<file path="src/rtl/dlart_pkg.sv">
`default_nettype none
// ============================================================================
//  Module   : dlart_pkg
//  Brief    : Shared constants, channel state type and vector helper for dlart_mux
//  Revision : 1.0
// ============================================================================
package dlart_pkg;

    // CPU register indices
    localparam logic [1:0] c_REG_RCSR = 2'd0;
    localparam logic [1:0] c_REG_RBUF = 2'd1;
    localparam logic [1:0] c_REG_XCSR = 2'd2;
    localparam logic [1:0] c_REG_XBUF = 2'd3;

    // Apple register indices
    localparam logic [1:0] c_A2_STATUS = 2'd0;
    localparam logic [1:0] c_A2_TXDATA = 2'd1;
    localparam logic [1:0] c_A2_RXDATA = 2'd2;

    // CSR / RBUF bit positions
    localparam int c_BIT_DONE = 7;
    localparam int c_BIT_IE   = 6;
    localparam int c_BIT_ERR  = 15;
    localparam int c_BIT_OVR  = 14;

    localparam logic [8:0] c_VEC_BASE_DEF = 9'o060;
    localparam logic [8:0] c_VEC_ALT_BASE = 9'o300;

    typedef struct packed {
        logic rie;
        logic tie;
        logic ovr;
    } chan_state_t;

    // Channel 0 keeps the classic console vector; later channels use the alternate block
    function automatic logic [8:0] chan_vec(input logic [8:0] base, input int ch, input logic tx);
        logic [8:0] v;
        if (ch == 0) v = base;
        else         v = c_VEC_ALT_BASE + 9'(8 * (ch - 1));
        return v + (tx ? 9'd4 : 9'd0);
    endfunction

endpackage
`default_nettype wire

</file>
<file path="src/rtl/sync_fifo.sv">
`default_nettype none
// ============================================================================
//  Module   : sync_fifo
//  Brief    : Single-clock FIFO with simultaneous push/pop and synchronous clear
//  Revision : 1.0
// ============================================================================
module sync_fifo #(
    parameter int WIDTH = 8,
    parameter int DEPTH = 8
) (
    input  logic                      clk,
    input  logic                      rst_n,
    input  logic                      clr,
    input  logic                      push,
    input  logic                      pop,
    input  logic [WIDTH-1:0]          din,
    output logic [WIDTH-1:0]          dout,
    output logic                      full,
    output logic                      empty,
    output logic [$clog2(DEPTH):0]    count
);
    localparam int c_PW = $clog2(DEPTH);
    localparam int c_CW = c_PW + 1;
    localparam logic [c_CW-1:0] c_DEPTH_CNT = c_CW'(DEPTH);

    logic [WIDTH-1:0] r_mem [DEPTH];
    logic [c_PW-1:0]  r_wptr;
    logic [c_PW-1:0]  r_rptr;
    logic [c_CW-1:0]  r_count;
    logic             w_pop_eff;
    logic             w_push_eff;

    assign full  = (r_count == c_DEPTH_CNT);
    assign empty = (r_count == '0);
    assign count = r_count;
    assign dout  = r_mem[r_rptr];

    // A pop frees a slot in the same edge, so push into a full FIFO succeeds alongside it
    assign w_pop_eff  = pop & ~empty & ~clr;
    assign w_push_eff = push & (~full | w_pop_eff) & ~clr;

    always_ff @(posedge clk or negedge rst_n) begin
        if (!rst_n) begin
            r_wptr  <= '0;
            r_rptr  <= '0;
            r_count <= '0;
        end else if (clr) begin
            r_wptr  <= '0;
            r_rptr  <= '0;
            r_count <= '0;
        end else begin
            if (w_push_eff) r_wptr <= r_wptr + c_PW'(1);
            if (w_pop_eff)  r_rptr <= r_rptr + c_PW'(1);
            case ({w_push_eff, w_pop_eff})
                2'b10:   r_count <= r_count + c_CW'(1);
                2'b01:   r_count <= r_count - c_CW'(1);
                default: ;
            endcase
        end
    end

    always_ff @(posedge clk) begin
        if (w_push_eff) r_mem[r_wptr] <= din;
    end

endmodule
`default_nettype wire

</file>
<file path="src/rtl/dlart_mux.sv">
`default_nettype none
// ============================================================================
//  Module   : dlart_mux
//  Brief    : Multi-channel DL11-style console bridge between DCJ11 and Apple II
//  Revision : 1.0
// ============================================================================
module dlart_mux
    import dlart_pkg::*;
#(
    parameter int         NCH      = 1,
    parameter int         DEPTH    = 8,
    parameter logic [8:0] VEC_BASE = c_VEC_BASE_DEF
) (
    input  logic        clk,
    input  logic        rst_n,
    input  logic        bus_init,
    input  logic        cpu_sel,
    input  logic        cpu_wr,
    input  logic [1:0]  cpu_ch,
    input  logic [1:0]  cpu_reg,
    input  logic [15:0] cpu_wdata,
    output logic [15:0] cpu_rdata,
    input  logic        a2_sel,
    input  logic        a2_rw,
    input  logic [3:0]  a2_addr,
    input  logic [7:0]  a2_wdata,
    output logic [7:0]  a2_rdata,
    output logic        irq_req,
    output logic [8:0]  irq_vec
);
    localparam int c_CW = $clog2(DEPTH) + 1;
    localparam logic [c_CW-1:0] c_DEPTH_CNT = c_CW'(DEPTH);

    logic           w_cpu_acc;
    logic           w_a2_acc;
    logic [1:0]     w_a2_ch;
    logic [1:0]     w_a2_reg;
    logic [15:0]    w_cpu_rd_ch [NCH];
    logic [7:0]     w_a2_rd_ch  [NCH];
    logic [NCH-1:0] w_rx_irq;
    logic [NCH-1:0] w_tx_irq;
    logic           w_unused_ok;

    // bus_init wins over any strobe presented in the same cycle
    assign w_cpu_acc   = cpu_sel & ~bus_init;
    assign w_a2_acc    = a2_sel & ~bus_init;
    assign w_a2_ch     = a2_addr[3:2];
    assign w_a2_reg    = a2_addr[1:0];
    assign w_unused_ok = &{1'b0, cpu_wdata[15:8]};

    for (genvar g = 0; g < NCH; g++) begin : g_ch
        chan_state_t     r_st;
        logic            w_cpu_hit, w_a2_hit;
        logic            w_rx_push, w_rx_pop, w_rx_full, w_rx_empty;
        logic            w_tx_push, w_tx_pop, w_tx_full, w_tx_empty;
        logic [7:0]      w_rx_head, w_tx_head;
        logic [c_CW-1:0] w_rx_count, w_tx_count;
        logic            w_ovr_set;
        logic [15:0]     w_cpu_rd;
        logic [7:0]      w_a2_rd;

        assign w_cpu_hit = w_cpu_acc && (cpu_ch == 2'(g));
        assign w_a2_hit  = w_a2_acc && (w_a2_ch == 2'(g));

        assign w_rx_push = w_a2_hit && !a2_rw && (w_a2_reg == c_A2_RXDATA);
        assign w_rx_pop  = w_cpu_hit && !cpu_wr && (cpu_reg == c_REG_RBUF);
        assign w_tx_push = w_cpu_hit && cpu_wr && (cpu_reg == c_REG_XBUF);
        assign w_tx_pop  = w_a2_hit && a2_rw && (w_a2_reg == c_A2_TXDATA);

        // Overrun only when the byte is really lost, not when a same-cycle pop makes room
        assign w_ovr_set = w_rx_push & w_rx_full & ~w_rx_pop;

        sync_fifo #(.WIDTH(8), .DEPTH(DEPTH)) u_rx_fifo (
            .clk   (clk),        .rst_n (rst_n),      .clr   (bus_init),
            .push  (w_rx_push),  .pop   (w_rx_pop),   .din   (a2_wdata),
            .dout  (w_rx_head),  .full  (w_rx_full),  .empty (w_rx_empty),
            .count (w_rx_count)
        );

        sync_fifo #(.WIDTH(8), .DEPTH(DEPTH)) u_tx_fifo (
            .clk   (clk),        .rst_n (rst_n),      .clr   (bus_init),
            .push  (w_tx_push),  .pop   (w_tx_pop),   .din   (cpu_wdata[7:0]),
            .dout  (w_tx_head),  .full  (w_tx_full),  .empty (w_tx_empty),
            .count (w_tx_count)
        );

        always_ff @(posedge clk or negedge rst_n) begin
            if (!rst_n) begin
                r_st <= '0;
            end else if (bus_init) begin
                r_st <= '0;
            end else begin
                if (w_cpu_hit && cpu_wr && cpu_reg == c_REG_RCSR) r_st.rie <= cpu_wdata[c_BIT_IE];
                if (w_cpu_hit && cpu_wr && cpu_reg == c_REG_XCSR) r_st.tie <= cpu_wdata[c_BIT_IE];
                r_st.ovr <= (r_st.ovr & ~w_rx_pop) | w_ovr_set;
            end
        end

        always_comb begin
            w_cpu_rd = '0;
            if (w_cpu_hit && !cpu_wr) begin
                case (cpu_reg)
                    c_REG_RCSR: begin
                        w_cpu_rd[c_BIT_DONE] = ~w_rx_empty;
                        w_cpu_rd[c_BIT_IE]   = r_st.rie;
                    end
                    c_REG_RBUF: begin
                        w_cpu_rd[c_BIT_ERR] = r_st.ovr;
                        w_cpu_rd[c_BIT_OVR] = r_st.ovr;
                        w_cpu_rd[7:0]       = w_rx_empty ? 8'h00 : w_rx_head;
                    end
                    c_REG_XCSR: begin
                        w_cpu_rd[c_BIT_DONE] = ~w_tx_full;
                        w_cpu_rd[c_BIT_IE]   = r_st.tie;
                    end
                    default: w_cpu_rd = '0;
                endcase
            end
        end

        always_comb begin
            w_a2_rd = '0;
            if (w_a2_hit && a2_rw) begin
                case (w_a2_reg)
                    c_A2_STATUS: w_a2_rd = {~w_tx_empty, (w_rx_count != c_DEPTH_CNT), 1'b0, 5'(w_tx_count)};
                    c_A2_TXDATA: w_a2_rd = w_tx_empty ? 8'h00 : w_tx_head;
                    default:     w_a2_rd = '0;
                endcase
            end
        end

        assign w_cpu_rd_ch[g] = w_cpu_rd;
        assign w_a2_rd_ch[g]  = w_a2_rd;
        assign w_rx_irq[g]    = r_st.rie & ~w_rx_empty;
        assign w_tx_irq[g]    = r_st.tie & ~w_tx_full;
    end

    // Unaddressed channels contribute zero, so OR-combining acts as the read mux
    always_comb begin
        cpu_rdata = '0;
        a2_rdata  = '0;
        for (int i = 0; i < NCH; i++) begin
            cpu_rdata = cpu_rdata | w_cpu_rd_ch[i];
            a2_rdata  = a2_rdata | w_a2_rd_ch[i];
        end
    end

    always_comb begin
        irq_req = |{w_rx_irq, w_tx_irq};
        irq_vec = '0;
        for (int i = NCH - 1; i >= 0; i--) begin
            if (w_tx_irq[i]) irq_vec = chan_vec(VEC_BASE, i, 1'b1);
            if (w_rx_irq[i]) irq_vec = chan_vec(VEC_BASE, i, 1'b0);
        end
    end

endmodule
`default_nettype wire

</file>
<file path="config.mk">
export PLATFORM = sky130hd
export DESIGN_NAME = dlart_mux
export DESIGN_NICKNAME = d
export VERILOG_FILES = /design/src/rtl/dlart_pkg.sv /design/src/rtl/sync_fifo.sv /design/src/rtl/dlart_mux.sv
export SDC_FILE = /design/constraint.sdc
export NUM_CORES = 1
export LEC_CHECK = 0
export BUFFER_PORTS_ARGS = -buffer_cell sky130_fd_sc_hd__buf_2
export CAP_MARGIN = 10
export CELL_PAD_IN_SITES_DETAIL_PLACEMENT = 2
export CELL_PAD_IN_SITES_GLOBAL_PLACEMENT = 2
export CORE_MARGIN = 1
export CORE_UTILIZATION = 35
export DETAILED_ROUTE_END_ITERATION = 6
export HOLD_SLACK_MARGIN = 0.15
export PLACE_DENSITY_LB_ADDON = 0.1
export SYNTH_ARGS = -nofsm -noshare
export SYNTH_HDL_FRONTEND = slang
export SYNTH_SLANG_ARGS = --single-unit
</file>
<file path="constraint.sdc">
create_clock -name clk -period 3.75 [get_ports clk]
set_input_delay 0.375 -clock clk [delete_from_list [all_inputs] [get_ports clk]]
set_output_delay 0.375 -clock clk [all_outputs]
set_load 0.005 [all_outputs]
</file>
==> run metrics, run 1 <==
Leakage 2.78 nW; Setup crit end kind output pin; post-DR vias/cell between 5 and 6; r2r setup slk around 1.0 ns; commonest cells after routing, fill and taps aside edfxtp_1 (128), buf_2 (52), nor2_1 (34); hold_buf cts 1; FF-to-FF path depth 8; antenna-violating nets left 0; DR DRC count 0; Mean Syn Cell Area 16.1 um^2; DR pass1 iterations 4; first-pass GRT wire length 24.5 mm; initial antenna violation count 0; CTS Buffer Depth 2; Startpoint Class flip-flop; GRT Total Usage 17.4%; Final Max Tran Viols 0; clock sinks 151; Final nets 532; Critical Path RT 3.38 ns; CTS buffer count 17; PortBufs between 50 and 60; Slew Limit Headroom 44.2%; H-tree levels 4; die height 139 um; Worst-Margin Slew roughly 0.84 ns; Area after DPL about 7200 um^2; worst flop-to-flop path startpoint g_ch[0].u_rx_fifo.count[1]; mapped cell area 6620 um^2; setup tns final 0 ns; Yosys cell types 51; Die ar. 19500 um^2; synthesized instance count 410; Setup CP Type flip-flop to output pin; CP max FO 16; routability-driven placement congestion ratio 0.721; worst min path class input pin to flip-flop; P per Cell Area 468 nW/um^2; Reg clk slew, reported paths 0.07 ns; Critical Path AT ~2.4 ns; post-CTS setup buffers 0; maxcap violations 0; fin crit period between 2 and 3 ns; Max Fclk 0.359 GHz; CTS tree yes; grt ovf 0; EDFF count, synth 128; Fin. Hold Viols 0; DR iter-0 viols 164; routed len/inst 21.4 um; ys flop type edfxtp_1; # setup viols final 0; post-synthesis register bit count 151; Initial Util 36.2%; cell area after layout approximately 7800 um^2; worst-skew pair later-pin latency between 0.4 and 0.5 ns; R2R Path End g_ch[0].u_rx_fifo.count[3]; unrepaired setup endpoints after global routing false; hold depth 1; Via Count 3774; Ys Warns 0; Final Cycle Share 74.3%; fillers 1776; Total Wirelength roughly 16 mm; Post-DP HPWL between 10 and 15 mm; layout cells sized above 1 between 20 and 30%; number of global-route vias before repair 4149; Seq/Total Area, Yosys 66.8%; Max rail drop VDD 302 uV; Hold EP g_ch[0].u_rx_fifo.r_mem[4][1]; io pins 73; Die W 139 um; Root Buffer clkbuf_16; Worst Min Path Start a2_wdata[1]; Post-CTS Resized 0; Area growth syn-to-layout 17.7%; asr flop ratio synth 15.2%; worst-case clock skew 0.00853 ns; largest net degree at the start of global routing 26; status completed; site row count 49; commonest non-fill, non-tap cell in the layout edfxtp_1; CORE AREA 18300 um^2; antenna cell count 0
-- stage by stage --
step                      power (W)  setup slack (ns)  std cells  hold WS, ns  util [%]
after detailed placement    0.00196             0.544        695        0.417      39.3
final                       0.00364             0.963        728        0.213      42.6
after global routing        0.00376             0.669        728        0.209      42.6
after CTS                   0.00370             0.847        728        0.198      42.6
after global placement      0.00195             0.649        695        0.416      39.3
after floorplan             0.00192              1.20        421       0.0794         -
-- sequential cells by signal, indices dropped and copies added (netlist names) --
| register | cells |
|---|---|
| g_ch.u_rx_fifo.r_rptr | 3 |
| g_ch.u_rx_fifo.r_mem | 64 |
| g_ch.u_tx_fifo.r_rptr | 3 |
| g_ch.u_tx_fifo.count | 4 |
| g_ch.u_tx_fifo.r_mem | 64 |
| g_ch.u_rx_fifo.r_wptr | 3 |
| g_ch.r_st | 3 |
| g_ch.u_rx_fifo.count | 4 |
| g_ch.u_tx_fifo.r_wptr | 3 |
-- synth_stat cells (3+ instances only) --
cell / n / area share, %
nor4b_1: 3 / 0.40
mux4_2: 32 / 11
edfxtp_1: 128 / 58
nand2b_1: 12 / 1.1
dfrtp_1: 23 / 8.7
or4_1: 3 / 0.34
clkbuf_1: 9 / 0.51
nor3_1: 10 / 0.76
buf_2: 4 / 0.30
a21oi_1: 11 / 0.83
buf_4: 15 / 1.7
inv_1: 5 / 0.28
o21ai_1: 8 / 0.61
xor2_1: 3 / 0.40
o21ai_0: 7 / 0.53
nand2_1: 22 / 1.2
nand3b_1: 4 / 0.45
nand3_1: 6 / 0.45
nor4_1: 3 / 0.28
ha_1: 7 / 1.3
nor2_1: 34 / 1.9
xnor2_1: 3 / 0.40
mux2i_1: 21 / 3.2
-- worst max-delay path: stages (launching register included) --
cell       delay [ns]
dfrtp_1          0.87
mux4_2           0.36
mux2i_1          0.10
a2111oi_0        0.47
buf_2            0.19
-- cell type report --
cell class	count	area, um^2	share of cell area, %
sequential	151	4420	56.8
multi-input combinational	232	2010	25.8
clock buffer	18	429	5.51
timing repair buffer	79	465	5.98
tap	229	287	3.68
clock inverter	14	159	2.04
inverter	5	18.8	0.241
-- per-layer routing --
metal  vias up  share of wire (%)  global-route usage [%]
li1       1723                  -                       -
met1      1962                 47                    23.3
met2        71                 48                    28.2
met3        18                3.2                    4.16
met4         0                1.2                    5.26
met5         -                  0                       0
-- worst max path at each step --
stage | from | end | cells after the start
2_1_floorplan | bus_init | g_ch[0].u_tx_fifo.r_mem[0][0] | 5
3_3_place_gp | bus_init | g_ch[0].u_tx_fifo.r_mem[2][3] | 7
3_5_place_dp | bus_init | g_ch[0].u_tx_fifo.r_mem[2][3] | 7
4_1_cts | g_ch[0].u_tx_fifo.r_rptr[1] | a2_rdata[7] | 4
5_1_grt | g_ch[0].u_tx_fifo.r_rptr[1] | a2_rdata[7] | 4
6_report | g_ch[0].u_tx_fifo.r_rptr[1] | a2_rdata[7] | 4
-- cell families after synthesis --
family          Yosys count  synth area share [%]
flops                   151                  66.8
simple gates            114                  9.70
mux                      54                  14.2
compound gates           39                  3.57
buf+inv                  38                  3.50
fa+ha+maj                 7                  1.32
xor+xnor                  6                 0.795
other cells               1                0.0567
-- power by group --
| part | internal (W) | total, W | switching [W] | leakage (nW) |
|---|---|---|---|---|
| Sequential | 0.00183 | 0.00183 | 0.00000755 | 1.47 |
| Combinational | 0.0000289 | 0.0000881 | 0.0000592 | 1.02 |
| Clock | 0.000999 | 0.00172 | 0.000721 | 0.291 |
(Power assumes the default switching activity.)
==> run 2: changes to the inputs <==
- clock period: 3.75 -> 2.46 ns (I/O delays scaled with it)
==> run 2 against run 1 <==
Against the previous run:
- critical path depth up 1
- design area up 4.6%
- die area unchanged
- final cell count up 5.2%
- critical path type unchanged
- critical endpoint is now a2_rdata[3]
==> run metrics, run 2 (synthesized netlist as in run 1, its figures left out) <==
M1 WL 7.47 mm; Placed Cells 719; layout cells sized above 1 between 30% and 40%; Final Cycle Share 94.9%; metal3 WL 501 um; Slew Limit Headroom 59.7%; post-CTS setup buffers 0; die height 139 um; Die ar. 19500 um^2; Die W 139 um; largest net degree at the start of global routing 24; Fin. Hold Viols 0; maxcap violations 0; io pins 73; DP Worst Slack -0.0919 ns; fin util ~45%; antenna-violating nets left 0; CTS buffer count 17; worst-case clock skew 0.00950 ns; first-pass GRT wire length 25.4 mm; Regs by FF count g_ch.u_rx_fifo.r_mem x64, g_ch.u_tx_fifo.r_mem x64; Reg clk slew, reported paths ~0.07 ns; # setup viols final 0; setup tns final 0 ns; DR DRC count 0; Critical Path RT 2.21 ns; routed wl met2 8.06 mm; Critical Path AT 2.09 ns; Startpoint Class flip-flop; PortBufs 52; CORE AREA 18300 um^2; commonest cells after routing, fill and taps aside edfxtp_1 (128), buf_2 (52), buf_4 (48); Total Wirelength approximately 16 mm; Non-Filler Instances around 770; grt ovf 0; Worst Slack Setup Final 0.126 ns; CTS Buffer Depth 2; clock sinks about 150; top sig layer met4; Root Buffer clkbuf_16; unrepaired setup endpoints after global routing true; H-tree levels 4; Setup CP Type flip-flop to output pin; DR pass1 iterations 4; antenna cell count 0; Final Max Tran Viols 0; Worst-Margin Slew ~0.6 ns; fin crit period 2.33 ns; Setup crit end kind output pin; Max rail drop VDD 462 uV; Via Count 3993; status completed; P per Cell Area 676 nW/um^2; routability-driven placement congestion ratio 0.738; CP max FO 19; CTS tree yes; DR iter-0 viols 145; initial antenna violation count 0; Final nets 571; Leakage 2.96 nW; post-DR vias/cell 5.21; Initial Util 36.2%; number of global-route vias before repair 4310; routed len/inst roughly 21 um; Hold WS between 0.15 and 0.2 ns; commonest non-fill, non-tap cell in the layout edfxtp_1; GRT Total Usage 17.8%; site row count 49; worst min path class input pin to flip-flop; Post-DP HPWL 11.0 mm; worst-skew pair later-pin latency 0.42 ns; Area growth syn-to-layout 23.1%; Max Fclk around 0.43 GHz
[run 2: changes by cell type in the layout (fill, tap and decap cells not counted), moves of 2 or more]
| cell | delta |
|---|---|
| clkinv_1 | -2 |
| dfrtp_2 | +3 |
| mux2i_2 | +3 |
| dfrtp_1 | -3 |
| clkinv_4 | +2 |
| mux2i_1 | -3 |
| buf_4 | +22 |
| dlygate4sd3_1 | +15 |
[run 2: power by group]
group | total (W) | internal, W | switching [W]
logic | 0.000189 | 0.0000799 | 0.000109
registers | 0.00279 | 0.00278 | 0.00000454
clock network | 0.00253 | 0.00142 | 0.00111
[run 2: layout make-up]
type	instances	area, um^2
flip-flops and latches	151	4420
well taps	229	287
fillers	1768	10100
clock buffers	17	425
clock inverters	14	143
inverters	5	18.8
multi-input cells	232	2030
repair buffers	118	816
[run 2: worst max-delay path, stage by stage, from the launching register on]
cell	delay (ns)
dfrtp_1	0.37
buf_12	0.20
mux4_2	0.53
mux2i_2	0.23
o21ai_0	0.16
buf_2	0.16
[run 2: metal layers]
layer  global-route usage, %  vias up
met2                    30.0       74
met5                       0        -
met4                    4.04        0
li1                        -     1799
met1                    23.5     2114
met3                    3.79        6
[run 2: final timing paths]
check                                            start                            end  slack [ns]  depth (start not counted)
min reg2reg                            g_ch[0].r_st[1]                g_ch[0].r_st[1]        0.56                          2
max reg2reg                 g_ch[0].u_rx_fifo.count[1]     g_ch[0].u_rx_fifo.count[3]        0.14                          8
max                        g_ch[0].u_tx_fifo.r_rptr[0]                    a2_rdata[3]        0.13                          5
min                                       cpu_wdata[6]  g_ch[0].u_tx_fifo.r_mem[5][6]        0.20                          1
max in group asynchronous                        rst_n    g_ch[0].u_rx_fifo.r_rptr[0]        1.65                          2
min in group asynchronous                        rst_n    g_ch[0].u_tx_fifo.r_rptr[1]        0.36                          2
[run 2: through the flow]
step                cell area (um^2)  total power [W]
floorplan                       6660          0.00292
global placement                7380          0.00300
detailed placement              7380          0.00301
CTS                             8110          0.00556
global route                    8140          0.00569
finish                          8140          0.00550
[run 2: what timing repair did]
action	CTS	global route
hold buffers	16	0
hold endpoints to repair	143	0
endpoints found under the setup margin	9	11
resized for setup	3	8
pin swaps	0	0
==> run 3: changes to the inputs <==
- PLACE_DENSITY: unset -> 0.63
- PLACE_DENSITY_LB_ADDON: 0.1 -> unset
- clock period: 2.46 -> 2.5 ns (I/O delays scaled with it)
==> run 3 against run 2 <==
Against the previous run:
- worst hold slack better by 0.0024 ns
- sequential power fell by 2%
- sequential share of layout area fell by 0.31 points
- die area did not move
- first-iteration DRC count is 27% higher
- sequential cell count unchanged
- critical path depth up 3
- non-clock buffer count increased by 2
- clock power up 3%
- worst setup slack improved by 0.021 ns
- clock skew shrank 0.00056 ns
==> run metrics, run 3 (synthesized netlist as in run 1, its figures left out) <==
Setup CP Type flip-flop to flip-flop; P per Cell Area 677 nW/um^2; total power draw 0.00554 W; setup tns final 0 ns; Fin. Hold Viols 0; commonest non-fill, non-tap cell in the layout edfxtp_1; Critical Path Slowest Stage Cell or4_1; Slew Limit Headroom 57.0%; commonest cells after routing, fill and taps aside edfxtp_1 (128), buf_2 (52), buf_4 (49); # setup viols final 0; worst min path class input pin to flip-flop; status completed; PortBufs 52; grt ovf 0; CP max FO 2; Final Max Tran Viols 0; clock power share a little under half; site row count 49; antenna-violating nets left 0; Max rail drop VDD 457 uV; DP Worst Slack approximately 0.0064 ns; Root Buffer clkbuf_16; Leakage around 3.0 nW; post-DR vias/cell ~5.2; Area after DPL ~7400 um^2; die height 139 um; Final nets 573; crit path cell chain nor4_2 -> nand4b_4 -> nor2_1 -> xor2_1 -> ha_1 -> or4_1 -> a21o_1 -> a21oi_1; layout cells sized above 1 32.8%; Worst-Margin Slew 0.639 ns; fin crit period 2.35 ns; Max Fclk between 0.4 and 0.5 GHz; DR iter-0 viols 184; Final Cycle Share 94.1%; Post-DP HPWL 11.4 mm; clock sinks 151; unrepaired setup endpoints after global routing false; delay of the slowest critical-path stage 0.55 ns; first-pass GRT wire length 26.0 mm; Critical Path AT between 2 and 3 ns; Sw Pwr 0.00115 W; Worst Slack Setup Final 0.147 ns; footprint of the multi-input gates 2020 um^2; GRT Total Usage 18.2%; Logic pwr share 3.4%; antenna cell count 0; Via Count between 4000 and 5000; maxcap violations 0; fin util 44.8%; Regs by FF count g_ch.u_rx_fifo.r_mem x64, g_ch.u_tx_fifo.r_mem x64; Reg clk slew, reported paths ~0.06 ns; Die ar. 19500 um^2; Critical Path RT 2.85 ns; Area growth syn-to-layout 23.7%; initial antenna violation count 0; Flop pwr share approximately half; CORE AREA 18300 um^2; H-tree levels 4; Initial Util 36.2%; routed len/inst 21.5 um; number of global-route vias before repair approximately 4500; io pins 73; Startpoint Class flip-flop; Switching Fraction 20.7%; register area between 4000 and 5000 um^2; CTS tree yes; CTS Buffer Depth 2; internal power component 0.00439 W; Setup crit end kind flip-flop; worst-skew pair later-pin latency 0.42 ns; routability-driven placement congestion ratio 0.733; worst-case clock skew 0.00894 ns; Total Wirelength 16.6 mm; largest net degree at the start of global routing 24; fillers 1759; cell area after layout between 8000 and 9000 um^2; DR pass1 iterations 5; Die W 139 um; DR DRC count 0; CTS buffer count 17
==> run 3: cell count changes in the layout (fill, tap and decap cells not counted), moves of 2 or more <==
cell,before,now
mux2i_1,18,21
dfrtp_1,20,22
dfrtp_2,3,1
inv_8,3,0
bufinv_16,1,3
mux2i_2,3,0
==> run 3: worst paths after layout <==
check / to / depth (start not counted) / start / slack, ns
max: g_ch[0].u_tx_fifo.count[2] / 8 / g_ch[0].u_tx_fifo.count[0] / 0.15
min in group asynchronous: g_ch[0].u_tx_fifo.count[2] / 2 / rst_n / 0.40
max in group asynchronous: g_ch[0].u_rx_fifo.r_rptr[0] / 2 / rst_n / 1.64
max reg2reg: g_ch[0].u_tx_fifo.count[2] / 8 / g_ch[0].u_tx_fifo.count[0] / 0.15
min: g_ch[0].u_tx_fifo.r_mem[0][6] / 1 / cpu_wdata[6] / 0.20
min reg2reg: g_ch[0].u_rx_fifo.count[0] / 2 / g_ch[0].u_rx_fifo.count[0] / 0.59
==> run 3: layer usage <==
layer | vias to the layer above | share of wire [%] | track usage (%)
li1 | 1804 | - | -
met1 | 2097 | 44 | 23.6
met2 | 101 | 50 | 30.2
met3 | 21 | 4.5 | 3.75
met4 | 0 | 1.6 | 6.78
met5 | - | 0 | 0
==> run 3: power groups by stage <==
stage          Combinational, W  Sequential [W]  Clock [W]
6_report               0.000186         0.00274    0.00261
5_1_grt                0.000205         0.00274    0.00276
4_1_cts                0.000186         0.00274    0.00267
3_5_place_dp           0.000166         0.00280          0
3_3_place_gp           0.000157         0.00280          0
2_1_floorplan         0.0000727         0.00280          0
==> run 3: timing repair <==
| item | 4_1_cts | 5_1_grt |
|---|---|---|
| hold buffers | 16 | 0 |
| hold endpoints to repair | 143 | 0 |
| setup endpoints to repair | 7 | 3 |
| resized for setup | 2 | 2 |
| setup buffers | 0 | 4 |
==> run 3: per-stage QoR <==
step | std cells | hold WS, ns
2_1_floorplan | 421 | -0.0456
3_3_place_gp | 717 | 0.290
3_5_place_dp | 717 | 0.302
6_report | 769 | 0.201
4_1_cts | 765 | 0.186
5_1_grt | 769 | 0.195
==> run 3: cell type report <==
type | count | share of cell area, %
clock buffers | 18 | 5.24
multi-input cells | 232 | 24.6
flip-flops and latches | 151 | 54.0
well taps | 229 | 3.50
repair buffers | 120 | 10.3
clock inverters | 14 | 2.11
inverters | 5 | 0.229
==> run 3: worst max-delay path: cells and delay by family, from the launching register on <==
kind	cells	cell delay (ns)
AOI/OAI and AO/OA	2	0.35
DFF	1	0.40
xor gates and xnor gates	1	0.15
and+or+nand+nor	4	1.17
adders and majority gates	1	0.22
